--- src/rtl/bf_pkg.sv ---
// Shared definitions for the brainhack program loader: opcodes, states, error codes.
package bf_pkg;

  // 3-bit instruction format: [2:1] selects the unit, [0] selects inc/dec
  localparam logic [2:0] OP_NOP   = 3'b000;
  localparam logic [2:0] OP_DEC   = 3'b010;
  localparam logic [2:0] OP_INC   = 3'b011;
  localparam logic [2:0] OP_LEFT  = 3'b100;
  localparam logic [2:0] OP_RIGHT = 3'b101;
  localparam logic [2:0] OP_CLOSE = 3'b110;
  localparam logic [2:0] OP_OPEN  = 3'b111;

  typedef enum logic [2:0] {
    StIdle,
    StLoad,
    StPad,
    StDone,
    StError
  } loader_state_e;

  localparam logic [2:0] ERR_NONE            = 3'd0;
  localparam logic [2:0] ERR_UNMATCHED_CLOSE = 3'd1;
  localparam logic [2:0] ERR_UNMATCHED_OPEN  = 3'd2;
  localparam logic [2:0] ERR_NEST_OVERFLOW   = 3'd3;
  localparam logic [2:0] ERR_TOO_LONG        = 3'd4;

endpackage

--- src/rtl/bf_char_encoder.sv ---
// Maps an ASCII source byte onto the core instruction encoding.
module bf_char_encoder
  import bf_pkg::*;
(
  input  logic [7:0] char_i,
  output logic       is_op_o,
  output logic [2:0] opcode_o
);

  // Only the six executable characters are opcodes; everything else is a comment
  always_comb begin
    is_op_o  = 1'b1;
    opcode_o = OP_NOP;
    unique case (char_i)
      8'h2B:   opcode_o = OP_INC;    // '+'
      8'h2D:   opcode_o = OP_DEC;    // '-'
      8'h3E:   opcode_o = OP_RIGHT;  // '>'
      8'h3C:   opcode_o = OP_LEFT;   // '<'
      8'h5B:   opcode_o = OP_OPEN;   // '['
      8'h5D:   opcode_o = OP_CLOSE;  // ']'
      default: is_op_o  = 1'b0;
    endcase
  end

endmodule

--- src/rtl/bf_program_loader.sv ---
// Streams Brainfuck source into program memory, pads with NOP, checks bracket
// balance and nesting depth, and releases the core only after a clean load.
module bf_program_loader
  import bf_pkg::*;
#(
  parameter int unsigned INSTR_WIDTH       = 3,
  parameter int unsigned PRGMEM_ADDR_WIDTH = 8,
  parameter int unsigned STACK_ADDR_WIDTH  = 4
) (
  input  logic                         i_clock,
  input  logic                         i_reset,
  input  logic                         i_start,
  input  logic                         i_char_valid,
  input  logic [7:0]                   i_char,
  input  logic                         i_char_last,
  output logic                         o_char_ready,
  output logic                         o_prgmem_we,
  output logic [PRGMEM_ADDR_WIDTH-1:0] o_prgmem_addr,
  output logic [INSTR_WIDTH-1:0]       o_prgmem_data,
  output logic [PRGMEM_ADDR_WIDTH:0]   o_prog_len,
  output logic                         o_busy,
  output logic                         o_done,
  output logic                         o_core_run,
  output logic                         o_error,
  output logic [2:0]                   o_error_code
);

  localparam logic [PRGMEM_ADDR_WIDTH:0] MemSize  = {1'b1, {PRGMEM_ADDR_WIDTH{1'b0}}};
  localparam logic [STACK_ADDR_WIDTH:0]  DepthMax = {1'b1, {STACK_ADDR_WIDTH{1'b0}}};

  loader_state_e                state_q, state_d;
  logic [PRGMEM_ADDR_WIDTH:0]   len_q, len_d;
  logic [PRGMEM_ADDR_WIDTH:0]   ptr_q, ptr_d;
  logic [STACK_ADDR_WIDTH:0]    depth_q, depth_d;
  logic [2:0]                   err_q, err_d;
  logic                         we_q, we_d;
  logic [PRGMEM_ADDR_WIDTH-1:0] addr_q, addr_d;
  logic [INSTR_WIDTH-1:0]       data_q, data_d;

  logic       is_op;
  logic [2:0] opcode;
  logic       reject;

  bf_char_encoder u_encoder (
    .char_i   (i_char),
    .is_op_o  (is_op),
    .opcode_o (opcode)
  );

  // Next-state: byte checks, write scheduling, padding sweep
  always_comb begin
    state_d = state_q;
    len_d   = len_q;
    ptr_d   = ptr_q;
    depth_d = depth_q;
    err_d   = err_q;
    we_d    = 1'b0;
    addr_d  = addr_q;
    data_d  = data_q;
    reject  = 1'b0;
    unique case (state_q)
      StIdle, StDone, StError: begin
        if (i_start) begin
          state_d = StLoad;
          len_d   = '0;
          ptr_d   = '0;
          depth_d = '0;
          err_d   = ERR_NONE;
        end
      end
      StLoad: begin
        if (i_char_valid) begin
          if (is_op) begin
            if (len_q == MemSize) begin
              reject = 1'b1;
              err_d  = ERR_TOO_LONG;
            end else if (opcode == OP_CLOSE && depth_q == '0) begin
              reject = 1'b1;
              err_d  = ERR_UNMATCHED_CLOSE;
            end else if (opcode == OP_OPEN && depth_q == DepthMax) begin
              reject = 1'b1;
              err_d  = ERR_NEST_OVERFLOW;
            end else begin
              we_d   = 1'b1;
              addr_d = len_q[PRGMEM_ADDR_WIDTH-1:0];
              data_d = INSTR_WIDTH'(opcode);
              len_d  = len_q + 1'b1;
              if (opcode == OP_OPEN) begin
                depth_d = depth_q + 1'b1;
              end else if (opcode == OP_CLOSE) begin
                depth_d = depth_q - 1'b1;
              end
            end
          end
          if (reject) begin
            state_d = StError;
          end else if (i_char_last) begin
            if (depth_d != '0) begin
              // Memory is undefined on error, so the final write is not issued
              we_d    = 1'b0;
              err_d   = ERR_UNMATCHED_OPEN;
              state_d = StError;
            end else if (len_d == MemSize) begin
              state_d = StDone;
            end else begin
              ptr_d   = len_d;
              state_d = StPad;
            end
          end
        end
      end
      StPad: begin
        we_d   = 1'b1;
        addr_d = ptr_q[PRGMEM_ADDR_WIDTH-1:0];
        data_d = '0;
        ptr_d  = ptr_q + 1'b1;
        if (ptr_q[PRGMEM_ADDR_WIDTH-1:0] == '1) begin
          state_d = StDone;
        end
      end
      default: state_d = StIdle;
    endcase
  end

  // State and registered write port; reset drops any write in flight
  always_ff @(posedge i_clock or posedge i_reset) begin
    if (i_reset) begin
      state_q <= StIdle;
      len_q   <= '0;
      ptr_q   <= '0;
      depth_q <= '0;
      err_q   <= ERR_NONE;
      we_q    <= 1'b0;
      addr_q  <= '0;
      data_q  <= '0;
    end else begin
      state_q <= state_d;
      len_q   <= len_d;
      ptr_q   <= ptr_d;
      depth_q <= depth_d;
      err_q   <= err_d;
      we_q    <= we_d;
      addr_q  <= addr_d;
      data_q  <= data_d;
    end
  end

  assign o_char_ready  = (state_q == StLoad);
  assign o_prgmem_we   = we_q;
  assign o_prgmem_addr = addr_q;
  assign o_prgmem_data = data_q;
  assign o_prog_len    = len_q;
  assign o_busy        = (state_q == StLoad) || (state_q == StPad);
  assign o_done        = (state_q == StDone);
  assign o_core_run    = (state_q == StDone);
  assign o_error       = (state_q == StError);
  assign o_error_code  = err_q;

endmodule
--- config.mk ---
export PLATFORM = sky130hd
export DESIGN_NAME = bf_program_loader
export DESIGN_NICKNAME = d
export VERILOG_FILES = /design/src/rtl/bf_pkg.sv /design/src/rtl/bf_char_encoder.sv /design/src/rtl/bf_program_loader.sv
export SDC_FILE = /design/constraint.sdc
export NUM_CORES = 1
export LEC_CHECK = 0
export ABC_AREA = 1
export BUFFER_PORTS_ARGS = -buffer_cell sky130_fd_sc_hd__buf_2
export CAP_MARGIN = 20
export CORE_MARGIN = 5
export CORE_UTILIZATION = 30
export CTS_CLUSTER_DIAMETER = 120
export DETAILED_ROUTE_END_ITERATION = 6
export PLACE_DENSITY = 0.51
export SYNTH_ARGS = -nofsm -noshare
export SYNTH_HDL_FRONTEND = slang
export SYNTH_SLANG_ARGS = --single-unit
--- constraint.sdc ---
create_clock -name i_clock -period 2.11 [get_ports i_clock]
set_input_delay 0.3165 -clock i_clock [delete_from_list [all_inputs] [get_ports i_clock]]
set_output_delay 0.3165 -clock i_clock [all_outputs]
set_load 0.01 [all_outputs]
**Word-level counts from Yosys, hierarchy flattened**

Cells that the tools add are included.

- Register bits after elaboration: 41
- Input port bits: 13
- Output and inout bits: 29
- Logic and storage cells: 128

- Add/subtract/negate cells: 4
- Equality and inequality tests: 28
- Mux-type cells: 73
- Reductions and logical operators: 15

Operators by type and width:

| kind | count |
|---|---|
| 9-bit 2-to-1 mux | 13 |
| 3-bit 2-to-1 mux | 20 |
| 5-bit 2-to-1 mux | 10 |
| 8-bit 2-to-1 mux | 5 |
| 8-bit by 6-bit equality test with 1-bit output (second input constant) | 4 |
| 9-bit one-hot mux with 3 select lines | 1 |
| 2-bit inequality test (second input constant) | 10 |
| 9-bit by 1-bit adder with 9-bit output (second input constant) | 2 |
| 9-bit equality test (second input constant) | 2 |
| 3-bit one-hot mux with 6 select lines | 1 |
| 9-bit one-hot mux with 2 select lines | 1 |
| 8-bit by 7-bit equality test with 1-bit output (second input constant) | 2 |
| 1-bit 2-to-1 mux | 16 |
| 8-bit one-hot mux with 2 select lines | 1 |
| 3-bit one-hot mux with 2 select lines | 2 |
| 5-bit one-hot mux with 2 select lines | 1 |
| 3-bit equality test (second input constant) | 3 |
| 3-bit one-hot mux with 3 select lines | 1 |
| 8-bit equality test (second input constant) | 1 |
| 7-bit AND reduction | 1 |
| 3-bit by 2-bit equality test with 1-bit output (second input constant) | 2 |
| 6-bit AND reduction | 1 |
| 6-bit OR reduction | 1 |
| 5-bit by 1-bit adder with 5-bit output (second input constant) | 1 |
| other kinds (16) | 18 |

**Longest topological paths before layout**

- Word-level depth: 17
- Depth in mapped cells: 19
- Gate-level depth less buffers: 18

**Cells and area by module**

A second synthesis with hierarchy kept.

- Cell total of the unflattened synthesis: 407
- Area, all modules: 2,861.5 um2

Modules (own cells, without submodules):

| module | instances | cells an instance | area each (um2) | sequential area each (um2) |
|---|---|---|---|---|
| bf_program_loader | 1 | 373 | 2,723.9 | 1,001.0 |
| bf_char_encoder | 1 | 34 | 137.6 | 0.0 |

**Worst setup path before layout**

Ideal clock, no wire load.

- Kind: reg-to-reg
- Start: register len_q[0], in the netlist o_prog_len[0]
- End: register ptr_q[6]
- Library setup time: 0.117 ns
- Arrival: 2.074 ns
- Required time: 1.993 ns
- Slack: -0.081 ns
- Stages on the path, launching flop included: 18
- Buffers on the path: 1
- Period minus slack after synthesis: 2.191 ns
- Cell sequence: dfrtp_1 -> inv_1 -> ha_1 -> nand2_1 -> nor3_1 -> nand3_2 -> nand2_4 -> nor2_4 -> buf_6 -> nand2_2 -> nand2_1 -> nand2_1 -> nor2_1 -> and2_4 -> nand2_2 -> nand3_4 -> nand2_1 -> nand2_1

- Longest elaborated chain between the ends: 13
- Elaborated cells on any way between the ends: 28
- Classes of those cells: 1 x add/sub; 5 x eq/ne; 20 x mux; 2 x reduce/logical

Ends and longest elaborated chain:

| element | line | text |
|---|---|---|
| start, declared | bf_program_loader.sv:32 | `logic [PRGMEM_ADDR_WIDTH:0] len_q, len_d;` |
| start signal, assigned | bf_program_loader.sv:138 | `len_q <= len_d;` |
| 9-bit by 1-bit adder with 9-bit output | bf_program_loader.sv:87 | `len_d = len_q + 1'b1;` |
| 9-bit 2-to-1 mux | bf_program_loader.sv:80 | `end else if (opcode == OP_OPEN && depth_q == DepthMax) begin` |
| 9-bit 2-to-1 mux | bf_program_loader.sv:77 | `end else if (opcode == OP_CLOSE && depth_q == '0) begin` |
| 9-bit 2-to-1 mux | bf_program_loader.sv:74 | `if (len_q == MemSize) begin` |
| 9-bit 2-to-1 mux | bf_program_loader.sv:73 | `if (is_op) begin` |
| 9-bit 2-to-1 mux | bf_program_loader.sv:72 | `if (i_char_valid) begin` |
| 9-bit 2-to-1 mux | bf_program_loader.sv:61 | `unique case (state_q)` |
| 9-bit 2-to-1 mux | bf_program_loader.sv:103 | `end else if (len_d == MemSize) begin` |
| 9-bit 2-to-1 mux | bf_program_loader.sv:98 | `if (depth_d != '0) begin` |
| 9-bit 2-to-1 mux | bf_program_loader.sv:97 | `end else if (i_char_last) begin` |
| 9-bit 2-to-1 mux | bf_program_loader.sv:95 | `if (reject) begin` |
| 9-bit 2-to-1 mux | bf_program_loader.sv:72 |  |
| 9-bit one-hot mux with 3 select lines | bf_program_loader.sv:61 |  |
| end signal, assigned | bf_program_loader.sv:139 | `ptr_q <= ptr_d;` |
| end, declared | bf_program_loader.sv:33 | `logic [PRGMEM_ADDR_WIDTH:0] ptr_q, ptr_d;` |

Several ways; a longest one is shown, not always the timed one. The select of a mux whose other input is x is not followed.
A chain may end at the register's enable or synchronous reset.

**Final worst setup path**

- Start: register depth_q[0]
- End: register ptr_q[2]

- Longest elaborated chain between the ends: 14
- Elaborated cells on any way between the ends: 38
- Classes of those cells: 2 x add/sub; 5 x eq/ne; 26 x mux; 5 x reduce/logical

Ends and longest elaborated chain:

| element | line | text |
|---|---|---|
| start, declared | bf_program_loader.sv:34 | `logic [STACK_ADDR_WIDTH:0] depth_q, depth_d;` |
| start signal, assigned | bf_program_loader.sv:140 | `depth_q <= depth_d;` |
| parallel branches: the longest is 14 deep, another holds 5-bit by 1-bit subtractor with 5-bit output | n/a |  |

Parallel ways; which one is timed is not known. The select of a mux whose other input is x is not followed.

==> metrics.txt <==
Vert. Die Dim about 110 um; CTS Hold Buffers Added 0; area of all placed cells without fillers between 4000 and 5000 um2; data required time of the worst path 2320 ps; number of pins exceeding their max-slew limit in the final report 0; number of routed nets with antenna violations 0; wire length reported by the detailed router 9.621 mm; Max clock buf depth 2; Hold WC Path Type input port to asynchronous set/reset pin; final hold vios 0; final worst-path setup slack -159.9 ps; Critical Path Sink Type flip-flop; largest net degree at the start of global routing between 40 and 50; Netlist Area Pre-Place ~2800 um2; Final #Nets about 560; number of global-route vias before repair between 3,000 and 4,000; arrival time at the worst endpoint between 2000 and 2500 ps; share of synthesized area occupied by flip-flops and latches between 30% and 40%; routed len/inst about 15 um; FILL cells 930; worst vdd ir around 430 uV; fraction of final layout cells sized beyond drive strength 1 around 40%; result of the run complete, but fails checks; most common library cell in the layout ignoring fill and taps sky130_fd_sc_hd__nand2_1; Core ar. roughly 9200 um2; flops & latches, synth 40; Area Overhead vs Synth 47.94%; CP max FO 4; Cell Rows 35; number of remaining DRC errors 0; minimum clock period after layout between 2000 and 2500 ps; Worst Path Class, Setup flip-flop to flip-flop; clock tree from TritonCTS built; Setup TNS -1202 ps; final core utilization between 40% and 50%; antenna violations before repair 0; Worst setup SP type flip-flop; total number of vias between 3,000 and 4,000; cell count after placement around 630; worst slew margin relative to its limit between 60% and 70%; routed via count divided by cell count roughly 5.0; clock tree root driver cell sky130_fd_sc_hd__clkbuf_8; power density over the cells roughly 750 nW/um2; Syn. warnings 0; non-filler cells in the finished layout between 600 and 700; post-synthesis net count 439; dpl hpwl approximately 7 mm; overall die area roughly 11,000 um2; number of sinks handled by clock tree synthesis 40; Maximum Capacitance Violations 0; most frequent cells in the layout sky130_fd_sc_hd__nand2_1, sky130_fd_sc_hd__buf_4, sky130_fd_sc_hd__nor2_1, sky130_fd_sc_hd__inv_1, sky130_fd_sc_hd__buf_2; effective utilization at floorplan 30.76%; global placer's final weighted congestion ~0.89; drt first pass iters 5; pin slew with the least headroom to its limit approximately 530 ps; Clock H-tree levels 2; number of DRC markers in iteration 0 179; Max Clock Skew 5.411 ps; die width approximately 110 um; antenna diode count 0; Leakage between 2 and 2.5 nW; clock buffer count from CTS 5; violated checks setup timing; number of top-level pins 42; grt total ovfl 0; unrepaired setup endpoints after global routing yes; final period utilization 107.6%; combined global-route utilization of all metal layers ~16%; number of setup violations in the final report 10; Synth cell types 34; average cell area after synthesis 6.720 um2; post-CTS clock slew at the launch and capture registers of the worst setup and hold paths approximately 90 ps; FMAX 0.4406 GHz; port buffer count 41; cell count after synthesis around 420; source-to-sink clock delay at the later pin of the worst-skew pair around 310 ps; wire length of the first global-routing pass ~15 mm; Placed Area 3618 um2
logic make-up after synthesis:
| family | synth area share [%] |
|---|---|
| AOI/OAI and AO/OA | 11.32 |
| xor gates and xnor gates | 0.9290 |
| adders and majority gates | 2.211 |
| buffers and inverters | 8.713 |
| DFF | 35.38 |
| and+or+nand+nor | 41.44 |
per-stage QoR:
stage                     total power, W  hold slack [ps]  worst slack, ps
after global routing            0.003342            181.2           -258.0
after floorplan                 0.001838            463.8            6.272
after detailed placement        0.002367            491.5           -262.1
after CTS                       0.003067            151.4           -134.9
after global placement          0.002362            483.6           -221.7
final                           0.003126            128.2           -159.9
power by group:
part	switching, W	internal (W)	leakage [nW]
Combinational	0.000931	0.000536	1.53
Clock	0.000326	0.000357	0.0583
Sequential	0.0000803	0.000896	0.533
worst max-delay path, stage by stage (launching register included):
cell and delay, ps:
sky130_fd_sc_hd__dfrtp_1 360, sky130_fd_sc_hd__inv_2 60, sky130_fd_sc_hd__ha_4 170, sky130_fd_sc_hd__nand3_2 90, sky130_fd_sc_hd__inv_2 40, sky130_fd_sc_hd__nand2_2 120, sky130_fd_sc_hd__nand2_4 80, sky130_fd_sc_hd__buf_12 130
sky130_fd_sc_hd__nor2_4 150, sky130_fd_sc_hd__buf_6 140, sky130_fd_sc_hd__nand2_4 40, sky130_fd_sc_hd__nand2_2 80, sky130_fd_sc_hd__nand2_2 60, sky130_fd_sc_hd__a21oi_2 100, sky130_fd_sc_hd__and2_4 180, sky130_fd_sc_hd__buf_4 110
sky130_fd_sc_hd__nand2_2 80, sky130_fd_sc_hd__nand4_1 120, sky130_fd_sc_hd__nand2_1 50
synth_stat cells, drive strengths merged:
library cell | instances | share of area [%]
o21ai | 29 | 5.1
clkbuf | 2 | 0.27
and3 | 1 | 0.22
dfrtp | 40 | 35
nand4 | 13 | 2.9
ha | 5 | 2.2
a22oi | 1 | 0.27
inv | 53 | 7.0
a31oi | 2 | 0.44
nor2 | 59 | 8.8
buf | 5 | 1.1
nor3 | 9 | 1.8
a21oi | 10 | 1.8
a221oi | 3 | 0.93
o21bai | 1 | 0.27
xor2 | 3 | 0.93
and2 | 1 | 0.31
nand2 | 135 | 20
o31ai | 2 | 0.53
o22ai | 8 | 2.0
nand3 | 37 | 7.9
clkinv | 2 | 0.27
metal layers:
layer  share of wire [%]  routed length, um  up-vias  global-route usage [%]
met1                  47               4495     1551                   22.09
met3                 4.8                458       20                   3.010
li1                    -                  -     1622                       -
met2                  46               4455       93                   26.63
met4                 2.2                212        0                   5.205
met5                   0                  0        -                       0
registers in the layout, indices dropped and copies added, names as in the netlist:
register / flops
o_prgmem_we: 1
o_prgmem_addr: 8
o_prog_len: 9
state_q: 3
o_prgmem_data: 3
depth_q: 5
o_error_code: 3
ptr_q: 8
cell type report:
cell class	count	area (um2)	share of cell area, %
sequential	40	1003	23.98
tap	111	138.9	3.318
timing repair buffer	121	842.1	20.12
clock buffer	5	68.82	1.644
multi-input combinational	321	1878	44.87
inverter	55	206.4	4.933
clock inverter	3	47.55	1.136
final timing paths:
check                                              from                      endpoint  slack (ps)  cells after the start
setup reg to reg                 depth_q[0]$_DFFE_PP0P_          ptr_q[2]$_DFFE_PP0P_        -160                     18
hold / removal                                  i_reset          ptr_q[2]$_DFFE_PP0P_         130                      3
setup / recovery                 depth_q[0]$_DFFE_PP0P_          ptr_q[2]$_DFFE_PP0P_        -160                     18
min in group i_clock                        i_char_last   o_error_code[2]$_DFFE_PP0P_         420                      4
hold reg to reg            o_prgmem_addr[1]$_DFFE_PP0P_  o_prgmem_addr[1]$_DFFE_PP0P_         510                      2
max in group asynchronous                       i_reset     o_prog_len[1]$_DFFE_PP0P_        1590                      3
timing repair:
item	4_1_cts	5_1_grt
setup endpoints to repair	18	29
pin swaps	12	30
cloned	2	0
resized for setup	18	59
setup buffers	9	9
(Power assumes the default switching activity.)
